===== src/rtl/opb_register_simulink2ppc_latched.sv =====
// OPB readback register: user logic pushes a word, PPC reads it over OPB.
// Define OPB_S2P_STATUS_WORD_EN to add the status/overflow word at +4.
module opb_register_simulink2ppc_latched #(
  parameter logic [31:0] C_BASEADDR   = 32'h01094800,
  parameter logic [31:0] C_HIGHADDR   = 32'h010948FF,
  parameter int          C_OPB_AWIDTH = 32,
  parameter int          C_OPB_DWIDTH = 32,
  parameter string       C_FAMILY     = "virtex5"
) (
  input  logic                      OPB_Clk,
  input  logic                      OPB_Rst,
  output logic [0:C_OPB_DWIDTH-1]   Sl_DBus,
  output logic                      Sl_errAck,
  output logic                      Sl_retry,
  output logic                      Sl_toutSup,
  output logic                      Sl_xferAck,
  input  logic [0:C_OPB_AWIDTH-1]   OPB_ABus,
  input  logic [0:3]                OPB_BE,
  input  logic [0:C_OPB_DWIDTH-1]   OPB_DBus,
  input  logic                      OPB_RNW,
  input  logic                      OPB_select,
  input  logic                      OPB_seqAddr,
  input  logic [31:0]               user_data_in,
  input  logic                      user_valid,
  output logic                      user_ready,
  output logic                      user_read_pulse
);

  logic        ack_q;
  logic        busy_q;
  logic        pulse_q;
  logic        full_q;
  logic [31:0] hold_q;
  logic [31:0] dbus_q;
  logic [31:0] rd_val;
  logic [7:0]  off;
  logic        in_range;
  logic        hit;
  logic        off_data;
  logic        off_stat;
  logic        capture;
  logic        unused_ok;

  assign in_range = (OPB_ABus >= C_BASEADDR) && (OPB_ABus <= C_HIGHADDR);
  // busy_q holds off a second ack while the master keeps select high
  assign hit      = OPB_select && in_range && !ack_q && !busy_q;
  assign off      = OPB_ABus[C_OPB_AWIDTH-8:C_OPB_AWIDTH-1];
  assign off_data = (off == 8'h00);
  assign off_stat = (off == 8'h04);
  assign capture  = user_valid && !full_q;

  assign Sl_errAck       = 1'b0;
  assign Sl_retry        = 1'b0;
  assign Sl_toutSup      = 1'b0;
  // Reset drops an in-flight acknowledge immediately
  assign Sl_xferAck      = ack_q && !OPB_Rst;
  assign Sl_DBus         = OPB_Rst ? '0 : dbus_q;
  assign user_read_pulse = pulse_q && !OPB_Rst;
  assign user_ready      = !full_q;

`ifdef OPB_S2P_STATUS_WORD_EN
  logic [15:0] ovf_q;
  logic        ovf_clr;

  assign ovf_clr = hit && !OPB_RNW && off_stat
                && (OPB_BE[2] || OPB_BE[3]);

  always_ff @(posedge OPB_Clk) begin
    if (OPB_Rst) begin
      ovf_q <= '0;
    end else if (ovf_clr) begin
      ovf_q <= '0;
    end else if (user_valid && full_q && ovf_q != 16'hFFFF) begin
      ovf_q <= ovf_q + 16'd1;
    end
  end

  always_comb begin
    rd_val = '0;
    if (off_data) begin
      rd_val = hold_q;
    end else if (off_stat) begin
      rd_val = {full_q, 15'b0, ovf_q};
    end
  end
`else
  always_comb begin
    rd_val = '0;
    if (off_data) begin
      rd_val = hold_q;
    end
  end
`endif

  always_ff @(posedge OPB_Clk) begin
    if (OPB_Rst) begin
      ack_q   <= 1'b0;
      busy_q  <= 1'b0;
      pulse_q <= 1'b0;
      full_q  <= 1'b0;
      hold_q  <= '0;
      dbus_q  <= '0;
    end else begin
      ack_q   <= hit;
      busy_q  <= OPB_select && (busy_q || hit);
      dbus_q  <= (hit && OPB_RNW) ? rd_val : '0;
      // Only a read of a full register consumes the word
      pulse_q <= hit && OPB_RNW && off_data && full_q;
      if (capture) begin
        hold_q <= user_data_in;
        full_q <= 1'b1;
      end else if (pulse_q) begin
        full_q <= 1'b0;
      end
    end
  end

  assign unused_ok = &{1'b0, OPB_seqAddr, OPB_DBus, OPB_BE,
                       (C_FAMILY == "")};

endmodule


===== config.mk =====
export PLATFORM = sky130hd
export DESIGN_NAME = opb_register_simulink2ppc_latched
export DESIGN_NICKNAME = d
export VERILOG_FILES = /design/src/rtl/opb_register_simulink2ppc_latched.sv
export SDC_FILE = /design/constraint.sdc
export NUM_CORES = 1
export LEC_CHECK = 0
export CAP_MARGIN = 20
export CELL_PAD_IN_SITES_DETAIL_PLACEMENT = 0
export CELL_PAD_IN_SITES_GLOBAL_PLACEMENT = 1
export CORE_UTILIZATION = 38
export CTS_CLUSTER_SIZE = 24
export DETAILED_ROUTE_END_ITERATION = 10
export DONT_BUFFER_PORTS = 1
export GPL_TIMING_DRIVEN = 1
export PLACE_DENSITY = 0.77
export SLEW_MARGIN = 20
export SYNTH_ARGS = -nofsm -noshare
export SYNTH_HDL_FRONTEND = slang
export SYNTH_SLANG_ARGS = --single-unit
export TNS_END_PERCENT = 1

===== constraint.sdc =====
create_clock -name OPB_Clk -period 1.9 [get_ports OPB_Clk]
set_clock_uncertainty 0.1 [all_clocks]
set_input_delay 0.38 -clock OPB_Clk [delete_from_list [all_inputs] [get_ports OPB_Clk]]
set_output_delay 0.38 -clock OPB_Clk [all_outputs]
set_load 0.005 [all_outputs]

## Word level (Yosys, flattened, before mapping)

Cells that the tools add are included.

- Bitwise logic cells: 2
- Multiply operators: 0
- Magnitude comparators: 2
- Div/mod/pow operators: 0
- Add/sub/neg operators: 0
- Muxes and demuxes: 3
- Shift-type cells: 0
- Eq/ne operators: 0
- Reduce and logical (&&, ||, !) cells: 19

Operators by type and width:

| cell | number |
|---|---|
| 32-bit by 25-bit greater-or-equal comparator with 1-bit output, second input constant | 1 |
| 32-bit by 25-bit less-or-equal comparator with 1-bit output, second input constant | 1 |
| 32-bit 2-to-1 mux | 1 |
| 1-bit logical AND | 11 |
| 8-bit logical NOT | 1 |
| 1-bit logical NOT | 4 |
| 3-bit OR reduction | 1 |
| 1-bit 2-to-1 mux | 2 |
| 1-bit NOT | 2 |
| 2-bit nonzero test | 1 |
| 1-bit logical OR | 1 |

- Bits of input ports: 106
- Register bits after elaboration: 68
- Bits in latches: 0
- Memories: 0
- Memory bits (read-only): 0
- Bits in writable memories: 0
- Logic and storage cells: 32
- Output and inout bits: 38

## Longest topological paths before layout

Gate-level depths: netlist (run 1).

- Depth after elaboration: 8
- Gate-level depth with buffers: 5
- Gate-level depth less buffers: 3

## Least setup slack after synthesis (run 1)

No wires, ideal clock.

- Kind: input to register
- Start: input port OPB_ABus[18] (netlist bit)
- End: register dbus_q[20]
- Path slack: 0.411 ns
- Library setup time: 0.088 ns
- Path buffers: 1
- Required time: 1.712 ns
- Arrival time: 1.301 ns
- Stages: 4
- Path through: nor4_2 > nand3_2 > buf_2 > nor4_2

- Word-level cells in the longest chain between the ends: 8
- Elaborated cells between the ends (all ways): 9
- Classes of those cells: order compare (2); bitwise (1); reduce/logical (6)

Ends and longest elaborated chain:

| what | line | text |
|---|---|---|
| from (decl) | 17 | `input logic [0:C_OPB_AWIDTH-1] OPB_ABus,` |
| 32-bit by 25-bit greater-or-equal comparator with 1-bit output or 32-bit by 25-bit less-or-equal comparator with 1-bit output (tied branches) | 44 | `assign in_range = (OPB_ABus >= C_BASEADDR) && (OPB_ABus <= C_HIGHADDR);` |
| 1-bit logical AND (*) | 44 |  |
| 1-bit logical AND (*) (3 in a row) | 46 | `assign hit = OPB_select && in_range && !ack_q && !busy_q;` |
| 1-bit logical AND (*) | 106 | `dbus_q <= (hit && OPB_RNW) ? rd_val : '0;` |
| 1-bit NOT (no source line) (*) | - |  |
| 3-bit OR reduction (no source line) (*) | - |  |
| to (signal assigned) | 106 |  |
| to (decl) | 34 | `logic [31:0] dbus_q;` |

Every way passes the cells marked *; elsewhere a longest branch is shown, timed or not.
A chain may end at the register's enable or synchronous reset.

## Worst setup path after layout (run 1)

- Start: register busy_q
- End: register dbus_q[9]

- Word-level cells in the longest chain between the ends: 5

Ends and longest elaborated chain:

| what | line | text |
|---|---|---|
| from (decl) | 30 | `logic busy_q;` |
| from (signal assigned) | 105 | `busy_q <= OPB_select && (busy_q \|\| hit);` |
| 1-bit logical NOT | 46 |  |
| 1-bit logical AND | 46 |  |
| 1-bit logical AND | 106 |  |
| 1-bit NOT (no source line) | - |  |
| 3-bit OR reduction (no source line) | - |  |

Every way passes these cells.

==> results of run 1 <==
==> power by group through the flow <==
| stage | combinational, W | clock, W | sequential (W) |
|---|---|---|---|
| 6_report | 0.000178 | 0.000994 | 0.00149 |
| 5_1_grt | 0.000201 | 0.00110 | 0.00149 |
| 4_1_cts | 0.000179 | 0.00102 | 0.00149 |
| 3_5_place_dp | 0.000179 | 0 | 0.00152 |
| 3_3_place_gp | 0.000174 | 0 | 0.00152 |
| 2_1_floorplan | 0.000183 | 0 | 0.00151 |
==> sequential cells by signal, indices dropped and copies added, names as in the netlist <==
signal / flops
full_q: 1
ack_q: 1
hold_q: 32
busy_q: 1
dbus_q: 32
pulse_q: 1
==> Yosys cell counts <==
| cell type | number |
|---|---|
| inv_1 | 1 |
| buf_2 | 7 |
| nand4_4 | 1 |
| nor3_1 | 1 |
| clkbuf_1 | 26 |
| nor4_1 | 4 |
| and4b_1 | 1 |
| o2bb2ai_1 | 1 |
| nor4_4 | 2 |
| nand3_2 | 1 |
| nor2_1 | 2 |
| buf_6 | 3 |
| a21oi_1 | 33 |
| nand2_1 | 64 |
| nor2b_1 | 70 |
| nand4_1 | 34 |
| or2_1 | 1 |
| buf_1 | 1 |
| dfxtp_1 | 68 |
| conb_1 | 1 |
| buf_4 | 4 |
| nor4_2 | 30 |
| nand2b_1 | 2 |
| nor4b_4 | 3 |
==> placed cells by master, fill, tap and decap left out, types with 2 or more instances in the layout <==
master	Yosys	routed
a21oi_1	33	33
conb_1	1	3
nor2b_1	70	68
buf_12	0	2
nand4_1	34	34
nor4_4	2	2
nor4_1	4	4
nand2_1	64	64
clkbuf_8	0	10
nor2b_2	0	2
nor4_2	30	30
clkbuf_1	26	4
clkinv_2	0	2
nor4b_4	3	3
nand2b_1	2	2
buf_4	4	5
dfxtp_1	68	68
==> worst reg2reg max path: stages, from the launching register on <==
cell and delay (ns):
dfxtp_1 0.31, or2_2 0.61, nor4_1 0.40
==> worst min path at each step <==
stage | end | slack [ns] | cells past startpoint
floorplan | busy_q | 0.32 | 1
global placement | hold_q[28] | 0.33 | 2
detailed placement | hold_q[24] | 0.34 | 2
CTS | hold_q[2] | 0.0002 | 1
global route | hold_q[2] | 0.0005 | 1
finish | hold_q[6] | 0.03 | 1
==> metal layers <==
| layer | global-route usage [%] | wire length (um) | vias to the layer above |
|---|---|---|---|
| met3 | 6.31 | 585 | 10 |
| met2 | 20.2 | 2740 | 95 |
| met4 | 5.77 | 99 | 0 |
| met5 | 0 | 0 | - |
| met1 | 21.3 | 3290 | 1043 |
| li1 | - | - | 1195 |
==> through the flow <==
step / instance area (um2) / setup WS (ns) / utilization [%]
4_1_cts: 3410 / 0.361 / 41.5
3_3_place_gp: 3240 / 0.328 / 39.5
2_1_floorplan: 3230 / 0.411 / -
5_1_grt: 3410 / 0.272 / 41.5
3_5_place_dp: 3240 / 0.302 / 39.5
6_report: 3410 / 0.368 / 41.5
==> layout make-up <==
| cell class | instances | area [um2] | area share (%) |
|---|---|---|---|
| Clock buffer | 14 | 153 | 4.48 |
| Multi-Input combinational cell | 253 | 1670 | 49.0 |
| Clock inverter | 2 | 10.0 | 0.294 |
| Tap cell | 105 | 131 | 3.86 |
| Inverter | 1 | 3.75 | 0.110 |
| Timing Repair Buffer | 7 | 77.6 | 2.28 |
| Sequential cell | 68 | 1360 | 40.0 |
==> kinds of logic (layout without fill, tap and decap cells) <==
| logic type | after synthesis | count (layout) | synth area share (%) |
|---|---|---|---|
| simple gates | 216 | 216 | 45.9 |
| flops | 68 | 68 | 42.3 |
| buf+inv | 42 | 24 | 6.33 |
| compound gates | 34 | 34 | 5.40 |
| other cells | 1 | 3 | 0.116 |
==> impl_metrics.json, run 1 <==
{
  "place.gp.congestion": 0.716,
  "cts_made_buffers": 9,
  "final_cells": 450,
  "setup_viol": 0,
  "rr_endpoint": "dbus_q[9]",
  "slew-limit-headroom_pct": 35.9,
  "timing.hold.ws_ns": 0.0322,
  "crit_chain": "or2_2 > nor4_1",
  "timing.rr.start": "busy_q",
  "synth_cells": 361,
  "p_int_w": 0.00204,
  "grt_pass1_vias": 2039,
  "critPathArrivalTime_ns": 1.66,
  "endpoint_kind": "register",
  "area_growth_pct": 5.79,
  "clkPwrFrac_pct": 37.4,
  "timing_hold_violations_final": 0,
  "viasPerCell": 5.21,
  "wire_per_inst_um": 14.9,
  "worstRegToRegCells": 2,
  "start_util_pct": 39.2,
  "grt_usage_pct": 15.2,
  "dieHeight_um": 94.1,
  "die_area_mm2": 0.00885,
  "fin_total_pwr_w": 0.00266,
  "synth.distinct_cells": 24,
  "crit_cells": 2,
  "cpPeakStageDelay_ns": 0.61,
  "start_kind": "register",
  "clock_path_buffers": 2,
  "setup_tns_ns": 0,
  "post-dp-hpwl_um": 4540,
  "clkLatencyLatePin_ns": 0.33,
  "htree_levels": 3,
  "vias": 2343,
  "netSwitchingPower_w": 0.000618,
  "cp-startpoint": "busy_q",
  "worstSetupEndpoint": "dbus_q[9]",
  "cp_num_buf_inv": 0,
  "synth_area_mm2": 0.00322,
  "postCtsHoldBufs": 0,
  "path_max_fanout": 34,
  "rows": 33,
  "cp_slowest_cell": "or2_2",
  "cts_resized": 0,
  "ios": 144,
  "antenna_found_initial": 0,
  "finalNetCount": 446,
  "port_buffers": 0,
  "synth-seq-cells": 68,
  "swShare_pct": 23.2,
  "rsz0062_at_grt": "no",
  "fmax_mhz": 653,
  "core_area_mm2": 0.00822,
  "peakVddDrop_mv": 0.245,
  "worstSetupPathType": "register to register",
  "antenna_left": 0,
  "grt_pass1_wl_um": 10300,
  "cts_tree": "built",
  "hold_path_class": "input pin to register",
  "combPwrFrac_pct": 6.7,
  "fin_crit_sh_pct": 80.7,
  "layout_min_cycle_time_ns": 1.53,
  "synth-seq-area-share_pct": 42.3,
  "p_per_area_mw_per_mm2": 781,
  "p_leak_nw": 1.05,
  "required_ns": 2.02,
  "die_w_um": 94.1,
  "path_clk_slew_ns": 0.07,
  "synth_area_leader_cell": "dfxtp_1",
  "cts_sinks": 68,
  "fillers": 833,
  "synth_top_area_share_pct": 42.3,
  "post-cts-setup-buffers": 0,
  "drc": 0,
  "min_from": "OPB_Rst",
  "crit_family": "simple AND/OR/NAND/NOR gates",
  "syn_avg_cell_area_um2": 8.92,
  "clk_root_buffer_cell": "clkbuf_8",
  "status": "finished clean",
  "grt_start_max_net_pins": 70,
  "wl_um": 6710,
  "drtIter0Drc": 163,
  "grt_overflow": 0,
  "tightest_slew_ns": 0.961,
  "drive_gt1_share_pct": 17.4,
  "cap_viol_max_count": 0,
  "dr.pass1.iters": 5,
  "placed_cells": 434,
  "yosys_warnings": 0,
  "r2r_slack_ns": 0.37,
  "ys_top_cells_by_area": "dfxtp_1 (42%), nor2b_1 (14%), nor4_2 (12%)",
  "slew_viol_final": 0,
  "diodes": 0,
  "share_seq_of_total_power_pct": 56.0
}
No activity file was read; power rests on OpenSTA's default activity.
==> run 2: changes to the inputs <==
--- a/config.mk
+++ b/config.mk
@@ -13,7 +13,7 @@
 export DETAILED_ROUTE_END_ITERATION = 10
 export DONT_BUFFER_PORTS = 1
 export GPL_TIMING_DRIVEN = 1
-export PLACE_DENSITY = 0.77
+export PLACE_DENSITY = 0.8
 export SLEW_MARGIN = 20
 export SYNTH_ARGS = -nofsm -noshare
 export SYNTH_HDL_FRONTEND = slang
==> constraint.sdc (replaced) <==
create_clock -name OPB_Clk -period 1.3 [get_ports OPB_Clk]
set_clock_uncertainty 0.1 [all_clocks]
set_input_delay 0.26 -clock OPB_Clk [delete_from_list [all_inputs] [get_ports OPB_Clk]]
set_output_delay 0.26 -clock OPB_Clk [all_outputs]
set_load 0.005 [all_outputs]
==> run 2 against run 1 <==
The run now ends with negative setup slack left. Flip-flop and latch count is the same. First-iteration DRC count grew 3.1%. Utilization grew 6.3 points. Cell area grew 15%. Combinational power grew 130%. Via count grew 4.3%. Worst setup slack lost 0.54 ns. Die area is the same. Clock power grew 52%. Maximum frequency grew 4.0%. Wire length grew 6.2%. Largest power group unchanged.
==> impl_metrics.json, run 2 (synthesized netlist as in run 1, its figures left out) <==
{
  "status": "complete, but fails checks",
  "violations": "negative setup slack",
  "die_w_um": 94.1,
  "vias": 2443,
  "dr.pass1.iters": 4,
  "diodes": 0,
  "cap_viol_max_count": 0,
  "antenna_left": 0,
  "peakVddDrop_mv": 0.438,
  "grt_overflow": 0,
  "fin_crit_sh_pct": 113,
  "grt_start_max_net_pins": 38,
  "clk_root_buffer_cell": "clkbuf_8",
  "port_buffers": 0,
  "wl_um": 7120,
  "grt_pass1_wl_um": 11400,
  "drive_gt1_share_pct": 19.0,
  "wire_per_inst_um": 14.6,
  "clkLatencyLatePin_ns": 0.33,
  "cts_sinks": 68,
  "p_per_area_mw_per_mm2": 1040,
  "dieHeight_um": 94.1,
  "final_common_cell": "nor2b_1",
  "viasPerCell": 5.00,
  "post-cts-setup-buffers": 0,
  "cts_tree": "built",
  "postLayoutCellArea_mm2": 0.00393,
  "required_ns": 1.44,
  "drc": 0,
  "fin_total_pwr_w": 0.00409,
  "htree_levels": 3,
  "antenna_found_initial": 0,
  "area_growth_pct": 21.9,
  "rsz0062_at_grt": "yes",
  "timing.rr.start": "ack_q",
  "grt_usage_pct": 16.7,
  "post-dp-hpwl_um": 4810,
  "hold_path_class": "input pin to register",
  "p_leak_nw": 1.27,
  "layout_min_cycle_time_ns": 1.47,
  "finalWorstSetupSlack_ns": -0.174,
  "path_clk_slew_ns": 0.07,
  "finalNetCount": 486,
  "endpoint_kind": "register",
  "worstSetupPathType": "register to register",
  "path_max_fanout": 34,
  "fmax_mhz": 679,
  "critPathArrivalTime_ns": 1.62,
  "cp-startpoint": "ack_q",
  "cts_made_buffers": 9,
  "place.gp.congestion": 0.759,
  "setup_viol": 32,
  "final_cell_mix": "nor2b_1 (68), dfxtp_1 (67), nand2_1 (64), nand4_1 (34), a21oi_1 (33)",
  "die_area_mm2": 0.00885,
  "core_area_mm2": 0.00822,
  "timing_hold_violations_final": 0,
  "rows": 33,
  "grt_pass1_vias": 2315,
  "start_util_pct": 39.2,
  "dpl-instance-area_mm2": 0.00338,
  "top_regs": "dbus_q (32), hold_q (32)",
  "clock_path_buffers": 2,
  "ios": 144,
  "start_kind": "register",
  "slew_viol_final": 0,
  "min_from": "OPB_Rst",
  "drtIter0Drc": 168
}
-- run 2: path summary, 6_finish.rpt --
kind	end	slack, ns	depth (start not counted)
max	dbus_q[11]	-0.17	4
max reg2reg	dbus_q[11]	-0.17	4
min	busy_q	0.02	2
min reg2reg	hold_q[27]	0.35	2
-- run 2: critical path: stages (launching register included) --
cell,delay (ns)
dfxtp_2,0.34
nor4b_4,0.28
nand4_4,0.14
buf_12,0.21
nor4_2,0.29
-- run 2: through the flow --
| step | hold slack (ns) | setup slack (ns) | TNS, ns | std cells | util, % |
|---|---|---|---|---|---|
| final | 0.0199 | -0.174 | -3.79 | 489 | 47.8 |
| after global routing | 0.0168 | -0.243 | -5.53 | 489 | 47.8 |
| after CTS | 0.000347 | -0.189 | -4.38 | 489 | 47.7 |
| after detailed placement | 0.247 | -0.238 | -4.96 | 441 | 41.2 |
| after global placement | 0.237 | -0.122 | -3.29 | 441 | 41.2 |
| after floorplan | 0.296 | -0.0602 | -1.70 | 363 | - |
-- run 2: cell type report --
type / instances / area [um2]
clock buffers: 13 / 159
clock inverters: 2 / 10.0
fillers: 787 / 4290
inverters: 1 / 3.75
multi-input cells: 253 / 1700
flip-flops and latches: 68 / 1360
well taps: 105 / 131
repair buffers: 47 / 562
-- run 2: power by group --
part	total, W	internal, W	switching, W
clock network	0.00151	0.000781	0.000727
logic	0.000409	0.000206	0.000203
registers	0.00218	0.00215	0.0000309
total	0.00409	0.00313	0.000961
-- run 2: layer usage --
metal  GRT usage, %  wire length [um]
met5              0                 0
met4           7.95               108
met3           3.96               475
met2           23.7              3220
met1           23.4              3310
-- run 2: timing repair --
action / CTS / global route
endpoints found under the setup margin: 35 / 35
gates resized for setup: 4 / 2
hold buffers: 33 / 0
hold endpoints to repair: 33 / 0
pin swaps: 4 / 2
